`config.mk`:
```
export PLATFORM = sky130hd
export DESIGN_NAME = kontrolli_multicikel
export DESIGN_NICKNAME = d
export VERILOG_FILES = /design/src/rtl/kontrolli_pkg.sv /design/src/rtl/kontrolli_dekoderi.sv /design/src/rtl/kontrolli_multicikel.sv
export SDC_FILE = /design/constraint.sdc
export NUM_CORES = 1
export LEC_CHECK = 0
export CAP_MARGIN = 20
export CORE_AREA = 2 2 40 42
export CTS_BUF_LIST = sky130_fd_sc_hd__clkbuf_16
export CTS_CLUSTER_DIAMETER = 80
export DETAILED_ROUTE_END_ITERATION = 10
export DIE_AREA = 0 0 42 44
export PLACE_DENSITY = 0.8
export SYNTH_ARGS = -nofsm -noshare
export SYNTH_HDL_FRONTEND = slang
export SYNTH_SLANG_ARGS = --single-unit
export TNS_END_PERCENT = 20
```
`constraint.sdc`:
```
create_clock -name Clock -period 3.9 [get_ports Clock]
set_input_delay 1.17 -clock Clock [delete_from_list [all_inputs] [get_ports Clock]]
set_output_delay 1.17 -clock Clock [all_outputs]
set_load 0.01 [all_outputs]
```
`src/rtl/kontrolli_pkg.sv`:
```
// Shared definitions for the multicycle control unit:
// state codes, opcodes, ALU/PC select encodings and the control bundle.
package kontrolli_pkg;

  typedef enum logic [3:0] {
    S_FETCH  = 4'd0,
    S_DECODE = 4'd1,
    S_ADDR   = 4'd2,
    S_MEM_RD = 4'd3,
    S_WB_MEM = 4'd4,
    S_MEM_WR = 4'd5,
    S_EXEC_R = 4'd6,
    S_WB_R   = 4'd7,
    S_EXEC_I = 4'd8,
    S_WB_I   = 4'd9,
    S_BRANCH = 4'd10,
    S_JUMP   = 4'd11
  } state_t;

  localparam logic [3:0] OP_RTYPE = 4'b0000;
  localparam logic [3:0] OP_ADDI  = 4'b0100;
  localparam logic [3:0] OP_ANDI  = 4'b0101;
  localparam logic [3:0] OP_LW    = 4'b1000;
  localparam logic [3:0] OP_SW    = 4'b1100;
  localparam logic [3:0] OP_BEQ   = 4'b0010;
  localparam logic [3:0] OP_J     = 4'b0111;

  localparam logic [1:0] ALU_ADD   = 2'b00;
  localparam logic [1:0] ALU_SUB   = 2'b01;
  localparam logic [1:0] ALU_FUNCT = 2'b10;
  localparam logic [1:0] ALU_AND   = 2'b11;

  localparam logic [1:0] PC_ALU    = 2'b00;
  localparam logic [1:0] PC_ALUOUT = 2'b01;
  localparam logic [1:0] PC_JUMP   = 2'b10;

  localparam logic [1:0] SRCB_REG  = 2'b00;
  localparam logic [1:0] SRCB_FOUR = 2'b01;
  localparam logic [1:0] SRCB_IMM  = 2'b10;
  localparam logic [1:0] SRCB_BOFF = 2'b11;

  typedef struct packed {
    logic       regdst;
    logic       alusrca;
    logic [1:0] alusrcb;
    logic [1:0] aluop;
    logic       iord;
    logic       memread;
    logic       memwrite;
    logic       irwrite;
    logic       pcwrite;
    logic       pcwritecond;
    logic       regwrite;
    logic       memtoreg;
    logic [1:0] pcsource;
    logic       gabim;
  } ctrl_t;

  function automatic logic op_legal(input logic [3:0] op);
    case (op)
      OP_RTYPE, OP_ADDI, OP_ANDI,
      OP_LW, OP_SW, OP_BEQ, OP_J: op_legal = 1'b1;
      default:                    op_legal = 1'b0;
    endcase
  endfunction

endpackage

```
`src/rtl/kontrolli_dekoderi.sv`:
```
// State-to-control decode: ports state, memgati, opcode, is_and -> ctrl.
// Opcode only matters in DECODE (illegal flag); is_and is latched upstream.
module kontrolli_dekoderi
  import kontrolli_pkg::*;
(
  input  state_t     state,
  input  logic       memgati,
  input  logic [3:0] opcode,
  input  logic       is_and,
  output ctrl_t      ctrl
);

  always_comb begin
    ctrl = '0;
    case (state)
      S_FETCH: begin
        ctrl.memread = 1'b1;
        ctrl.alusrcb = SRCB_FOUR;
        ctrl.aluop   = ALU_ADD;
        ctrl.pcsource = PC_ALU;
        ctrl.irwrite = memgati;
        ctrl.pcwrite = memgati;
      end
      S_DECODE: begin
        ctrl.alusrcb = SRCB_BOFF;
        ctrl.aluop   = ALU_ADD;
        ctrl.gabim   = ~op_legal(opcode);
      end
      S_ADDR: begin
        ctrl.alusrca = 1'b1;
        ctrl.alusrcb = SRCB_IMM;
        ctrl.aluop   = ALU_ADD;
      end
      S_MEM_RD: begin
        ctrl.memread = 1'b1;
        ctrl.iord    = 1'b1;
      end
      S_WB_MEM: begin
        ctrl.regwrite = 1'b1;
        ctrl.memtoreg = 1'b1;
      end
      S_MEM_WR: begin
        ctrl.memwrite = 1'b1;
        ctrl.iord     = 1'b1;
      end
      S_EXEC_R: begin
        ctrl.alusrca = 1'b1;
        ctrl.alusrcb = SRCB_REG;
        ctrl.aluop   = ALU_FUNCT;
      end
      S_WB_R: begin
        ctrl.regwrite = 1'b1;
        ctrl.regdst   = 1'b1;
      end
      S_EXEC_I: begin
        ctrl.alusrca = 1'b1;
        ctrl.alusrcb = SRCB_IMM;
        ctrl.aluop   = is_and ? ALU_AND : ALU_ADD;
      end
      S_WB_I: begin
        ctrl.regwrite = 1'b1;
      end
      S_BRANCH: begin
        ctrl.alusrca     = 1'b1;
        ctrl.alusrcb     = SRCB_REG;
        ctrl.aluop       = ALU_SUB;
        ctrl.pcwritecond = 1'b1;
        ctrl.pcsource    = PC_ALUOUT;
      end
      S_JUMP: begin
        ctrl.pcwrite  = 1'b1;
        ctrl.pcsource = PC_JUMP;
      end
      default: ctrl = '0;
    endcase
  end

endmodule

```
`src/rtl/kontrolli_multicikel.sv`:
```
// Multicycle control FSM: state register and next-state logic.
// In: Clock, Reset, Opcode, Zero, MemGati. Out: datapath controls, Gabim, Gjendja.
module kontrolli_multicikel
  import kontrolli_pkg::*;
#(
  parameter int OPCODE_W = 4
) (
  input  logic                Clock,
  input  logic                Reset,
  input  logic [OPCODE_W-1:0] Opcode,
  input  logic                Zero,
  input  logic                MemGati,
  output logic                RegDst,
  output logic                ALUSrcA,
  output logic [1:0]          ALUSrcB,
  output logic [1:0]          ALUOp,
  output logic                IorD,
  output logic                MemRead,
  output logic                MemWrite,
  output logic                IRWrite,
  output logic                PCWrite,
  output logic                PCWriteCond,
  output logic                RegWrite,
  output logic                MemToReg,
  output logic [1:0]          PCSource,
  output logic                Gabim,
  output logic [3:0]          Gjendja
);

  state_t     state_q;
  state_t     state_d;
  logic       and_q;
  logic [3:0] op;
  ctrl_t      ctrl;

  // Branch resolution happens in the datapath via PCWriteCond.
  logic unused_zero;
  assign unused_zero = Zero;

  assign op = 4'(Opcode);

  // EXEC_I needs to know ANDI vs ADDI; capture it in DECODE so
  // opcode changes after DECODE cannot disturb the ALU op.
  always_ff @(posedge Clock) begin
    if (Reset) begin
      state_q <= S_FETCH;
      and_q   <= 1'b0;
    end else begin
      state_q <= state_d;
      if (state_q == S_DECODE)
        and_q <= (op == OP_ANDI);
    end
  end

  always_comb begin
    state_d = S_FETCH;
    case (state_q)
      S_FETCH:
        state_d = MemGati ? S_DECODE : S_FETCH;
      S_DECODE: begin
        case (op)
          OP_RTYPE:        state_d = S_EXEC_R;
          OP_ADDI, OP_ANDI: state_d = S_EXEC_I;
          OP_LW, OP_SW:    state_d = S_ADDR;
          OP_BEQ:          state_d = S_BRANCH;
          OP_J:            state_d = S_JUMP;
          default:         state_d = S_FETCH;
        endcase
      end
      S_ADDR: begin
        if (op == OP_LW)
          state_d = S_MEM_RD;
        else if (op == OP_SW)
          state_d = S_MEM_WR;
        else
          state_d = S_FETCH;
      end
      S_MEM_RD:
        state_d = MemGati ? S_WB_MEM : S_MEM_RD;
      S_WB_MEM: state_d = S_FETCH;
      S_MEM_WR:
        state_d = MemGati ? S_FETCH : S_MEM_WR;
      S_EXEC_R: state_d = S_WB_R;
      S_WB_R:   state_d = S_FETCH;
      S_EXEC_I: state_d = S_WB_I;
      S_WB_I:   state_d = S_FETCH;
      S_BRANCH: state_d = S_FETCH;
      S_JUMP:   state_d = S_FETCH;
      default:  state_d = S_FETCH;
    endcase
  end

  kontrolli_dekoderi u_dek (
    .state   (state_q),
    .memgati (MemGati),
    .opcode  (op),
    .is_and  (and_q),
    .ctrl    (ctrl)
  );

  assign RegDst      = ctrl.regdst;
  assign ALUSrcA     = ctrl.alusrca;
  assign ALUSrcB     = ctrl.alusrcb;
  assign ALUOp       = ctrl.aluop;
  assign IorD        = ctrl.iord;
  assign MemRead     = ctrl.memread;
  assign MemWrite    = ctrl.memwrite;
  assign IRWrite     = ctrl.irwrite;
  assign PCWrite     = ctrl.pcwrite;
  assign PCWriteCond = ctrl.pcwritecond;
  assign RegWrite    = ctrl.regwrite;
  assign MemToReg    = ctrl.memtoreg;
  assign PCSource    = ctrl.pcsource;
  assign Gabim       = ctrl.gabim;
  assign Gjendja     = state_q;

endmodule

```
======== Word-level counts from Yosys, hierarchy flattened ========
Cells that the tools add are included.
word-level totals
  register bits ........................... 5
  input port bits ......................... 8
operators by class
  equality and inequality tests ........... 17
  mux-type cells .......................... 23
  bitwise operators ....................... 1
  reduce and logical (&&, ||, !) cells .... 9
operator list
  cell                                            count
  == test 4 x 3 -> 1 bit (second input constant)  7
  one-hot mux 4 bit (7 select lines)              1
  == test 4 bit (second input constant)           6
  one-hot mux 4 bit (6 select lines)              1
  one-hot mux 4 bit (5 select lines)              1
  two-way mux 1 bit                               13
  == test 4 x 2 -> 1 bit (second input constant)  3
  two-way mux 3 bit                               4
  logical NOT 4 bit                               2
  OR reduction 2 bit                              4
  OR reduction 7 bit                              1
  == test 4 x 1 -> 1 bit (second input constant)  1
  one-hot mux 2 bit (2 select lines)              1
  OR reduction 4 bit                              1
  OR reduction 3 bit                              1
  two-way mux 2 bit                               1
  one-hot mux 1 bit (2 select lines)              1
  NOT 1 bit                                       1

======== Longest topological paths before layout ========
  word-level depth ........................ 6
  mapped depth ............................ 5
  mapped depth without buffers ............ 4

======== Cells and area by module ========
From an unflattened synthesis, not the netlist that was laid out.
second synthesis, totals
  cell total of the unflattened synthesis .. 87
  area total of the unflattened synthesis .. 631.9 µm²
by module, submodules not included
  module                times used  cells each  area each (µm²)  seq. area each (µm²)
  kontrolli_multicikel  1           48          382.9            100.1
  kontrolli_dekoderi    1           39          249.0            0.0

======== Worst setup path after synthesis ========
No wires, ideal clock.
  path type ............................... input -> output
  from .................................... input port MemGati
  to ...................................... output port PCWrite
  data arrival time ....................... 1.862 ns
  slack ................................... 0.868 ns
  stages .................................. 2
  path buffers ............................ 0
  path through ............................ nor4b_1 or2_1
between the ends
  longest elaborated chain between the ends .. 1
ends and longest elaborated chain
  element                             line                        text
  from (decl)                         kontrolli_multicikel.sv:12  input logic MemGati,
  one-hot mux 1 bit (2 select lines)  kontrolli_dekoderi.sv:15    case (state)
  to (decl)                           kontrolli_multicikel.sv:21  output logic PCWrite,
Every way passes these cells.

======== Worst setup path after layout ========
  from .................................... input port Opcode[3]
  to ...................................... output port Gabim
between the ends
  longest elaborated chain between the ends .. 6
  elaborated cells on any way between the ends .. 12
ends and longest elaborated chain
  element                                               line                        text
  from (decl)                                           kontrolli_multicikel.sv:10  input logic [OPCODE_W-1:0] Opcode,
  == test 4 x 3 -> 1 bit, or another cell as far along  kontrolli_pkg.sv:60         case (op)
  OR reduction 7 bit *                                  kontrolli_pkg.sv:60
  two-way mux 1 bit *                                   kontrolli_pkg.sv:60
  two-way mux 1 bit *                                   kontrolli_dekoderi.sv:15
  NOT 1 bit *                                           kontrolli_dekoderi.sv:27    ctrl.gabim = ~op_legal(opcode);
  two-way mux 1 bit *                                   kontrolli_dekoderi.sv:15
  to (decl)                                             kontrolli_multicikel.sv:26  output logic Gabim,
Every way passes the cells marked *; elsewhere a longest branch is shown, timed or not. The select of a mux whose other input is x is not followed.

==> results.md <==
* Outcome: finished, final reports clean
* Max cap viols at 0
* # setup viols final at 0
* Fin crit share at 94.2%
* Synth warn at 0
* #FFs+latches synth at 5
* Core area at 1420 µm²
* Register area share after synthesis at 18.1%
* Clock Path Buffers at 2
* Mean Syn Cell Area at 6.91 µm²
* CTS buffer count at 3
* Vias at 674
* DR iter-0 viols at 11
* Die area at 1850 µm²
* Clock transition at path regs at 0.03 ns
* P per Cell Area at 317 nW/µm²
* Synth cell count leaders: 11 x nor2_1, 7 x nand2b_1
* Clock sinks at 5
* Setup Skew at 0.000846 ns
* Post-Syn Area at 553 µm²
* Share of layout cells above drive strength 1 at 11.0%
* Initial Util at 39.0%
* CTS tree: built
* Net Count, Synth at 88
* Post-synthesis cell count at 80
* Post-Route WL at 1.59 mm
* Dominant cell by count in the synthesized netlist: nor2_1
* Skew-Pair Late Insertion Delay at 0.23 ns
* Lkg Pwr at 0.329 nW
* CP top delay family: buffers and inverters
* # nets final at 118
* Width of the die at 42 µm
* Pins Over Slew Limit at 0
* Antenna fix cells at 0
* Cts hold-fix bufs at 0
* Post-CTS setup buffer count at 0
* Hold crit path type: reg -> reg
* GRT overflow at 0
* Worst EP required at 2.73 ns
* Root buffer cell: clkbuf_16
* Number of synthesized flops with an enable pin at 0
* Dominant synthesized flop cell: dfxtp_1
* Largest area contributor in the netlist: dfxtp_1
* CP Cell Sequence: clkdlybuf4s50_1 -> nand3b_1 -> o21ai_0 -> nor2_1 -> clkdlybuf4s50_1
* Crit path top cell by count: clkdlybuf4s50_1
* Vias per inst at 5.39
* Main area contributors after synthesis: dfxtp_1 18%, nand2b_1 7.9%, nor2_1 7.5%, a21oi_1 4.5%, nor3_1 4.5%
* Resized Gates After CTS at 0
* Die height at 44 µm
* Tot GR Track Use at 18.4%
* Worst-margin pin slew at 0.469 ns
* TritonRoute pass-1 iters at 4
* Worst setup EP type: output port
* Tot Pwr at 0.000295 W
* Post-synth ARST share at 0%
* Vias in the first global route at 599
* Fmax achieved at 272 MHz
* RD Place Congestion at 0.800
* PortBufs at 27
* Drt drc at 0
* Initial antenna violation count at 0
* Synth cell types at 33
* Antenna viol nets, final at 0
* Fin. Hold Viols at 0
* First-pass GRT wire length at 2.61 mm
* Largest stage delay, worst path at 0.54 ns
* RSZ-0062 raised after global routing: false
* Worst path bufs/invs at 2
* Slowest-stage cell, CP: clkdlybuf4s50_1
* Fill count at 128
* Crit path time final at 3.68 ns
* H-tree levels at 1
* Final Core Density at 65.6%
* Drt wl/cell at 12.8 µm
* Worst vdd ir at 0.296 mV
* I/O pins at 29
* Worst setup path class: in -> out
* DP HPWL at 1.08 mm
* Rows at 14
* Worst EP arrival at 2.51 ns
* Crit Path Max Fanout at 3
* Largest net degree at the start of global routing at 15
* Startpoint Class: input pin
* Share of the synthesized area in the top cell type at 18.1%
* Total negative setup slack at 0 ns
* Area Growth Syn to Fin at 68.3%
* Relative slew slack at 68.7%
[sequential cells by signal, indices dropped and copies added (netlist names)]
name / flops
and_q: 1
Gjendja: 4
[placed cells by master (no fill, tap or decap), types with 2 or more instances in the layout]
cell type        instances
a21oi_1                  5
buf_4                    5
clkbuf_16                3
clkdlybuf4s50_1         27
dfxtp_1                  5
inv_1                    3
nand2_1                  4
nand2b_1                 7
nand3b_1                 2
nor2_1                  11
nor2b_1                  2
nor3_1                   5
nor3b_1                  2
nor4b_2                  2
o21a_1                   2
o21ai_0                  5
o22a_1                   2
or2_1                    2
xnor2_1                  2
[worst register-to-register path, stage by stage (launching register included)]
cell     delay, ns
dfxtp_1       0.56
or4b_1        0.60
o32a_1        0.38
nor2_2        0.07
[final timing paths]
check	from	end	slack, ns	cells past startpoint
worst max register to register	Gjendja[0]	Gjendja[3]	2.22	3
worst max-delay path	Opcode[3]	Gabim	0.22	5
worst min register to register	and_q	and_q	0.55	2
worst min-delay path	and_q	and_q	0.55	2
[metal layers]
metal	part of all wire, %	GRT usage (%)
met1	45	24.3
met2	51	30.0
met3	4.0	5.42
met4	0	3.87
met5	0	0
[report_power, final]
group | switching (W) | internal (W)
sequential | 0.00000577 | 0.0000533
clock | 0.0000364 | 0.000133
combinational | 0.0000283 | 0.0000383
total | 0.0000704 | 0.000225
[per-stage QoR]
| stage | instances | cell area (µm²) | setup WS, ns | hold WS (ns) |
|---|---|---|---|---|
| floorplan | 80 | 553 | 0.868 | 0.472 |
| detailed placement | 121 | 846 | 0.101 | 0.509 |
| global route | 125 | 931 | 0.0984 | 0.592 |
| finish | 125 | 931 | 0.225 | 0.554 |
| global placement | 121 | 846 | 0.117 | 0.499 |
| CTS | 125 | 925 | 0.0957 | 0.557 |
[area by class of cell]
type                            count  area, µm²  share of cell area, %
Multi-Input combinational cell     66        417                   44.8
Timing Repair Buffer               32        308                   33.1
Sequential cell                     5        100                   10.8
Clock buffer                        3       75.1                   8.06
Tap cell                           16       20.0                   2.15
Inverter                            2       7.51                  0.806
Clock inverter                      1       3.75                  0.403
[cells by family after synthesis]
| logic type | after synthesis | synth area share, % |
|---|---|---|
| flip-flops | 5 | 18.1 |
| AO/OA/AOI/OAI | 18 | 20.4 |
| AND/OR/NAND/NOR | 43 | 44.8 |
| XOR/XNOR | 2 | 3.17 |
| multiplexers | 3 | 5.88 |
| buffers and inverters | 9 | 7.69 |
Note: power is estimated with default switching activity, not from simulation.
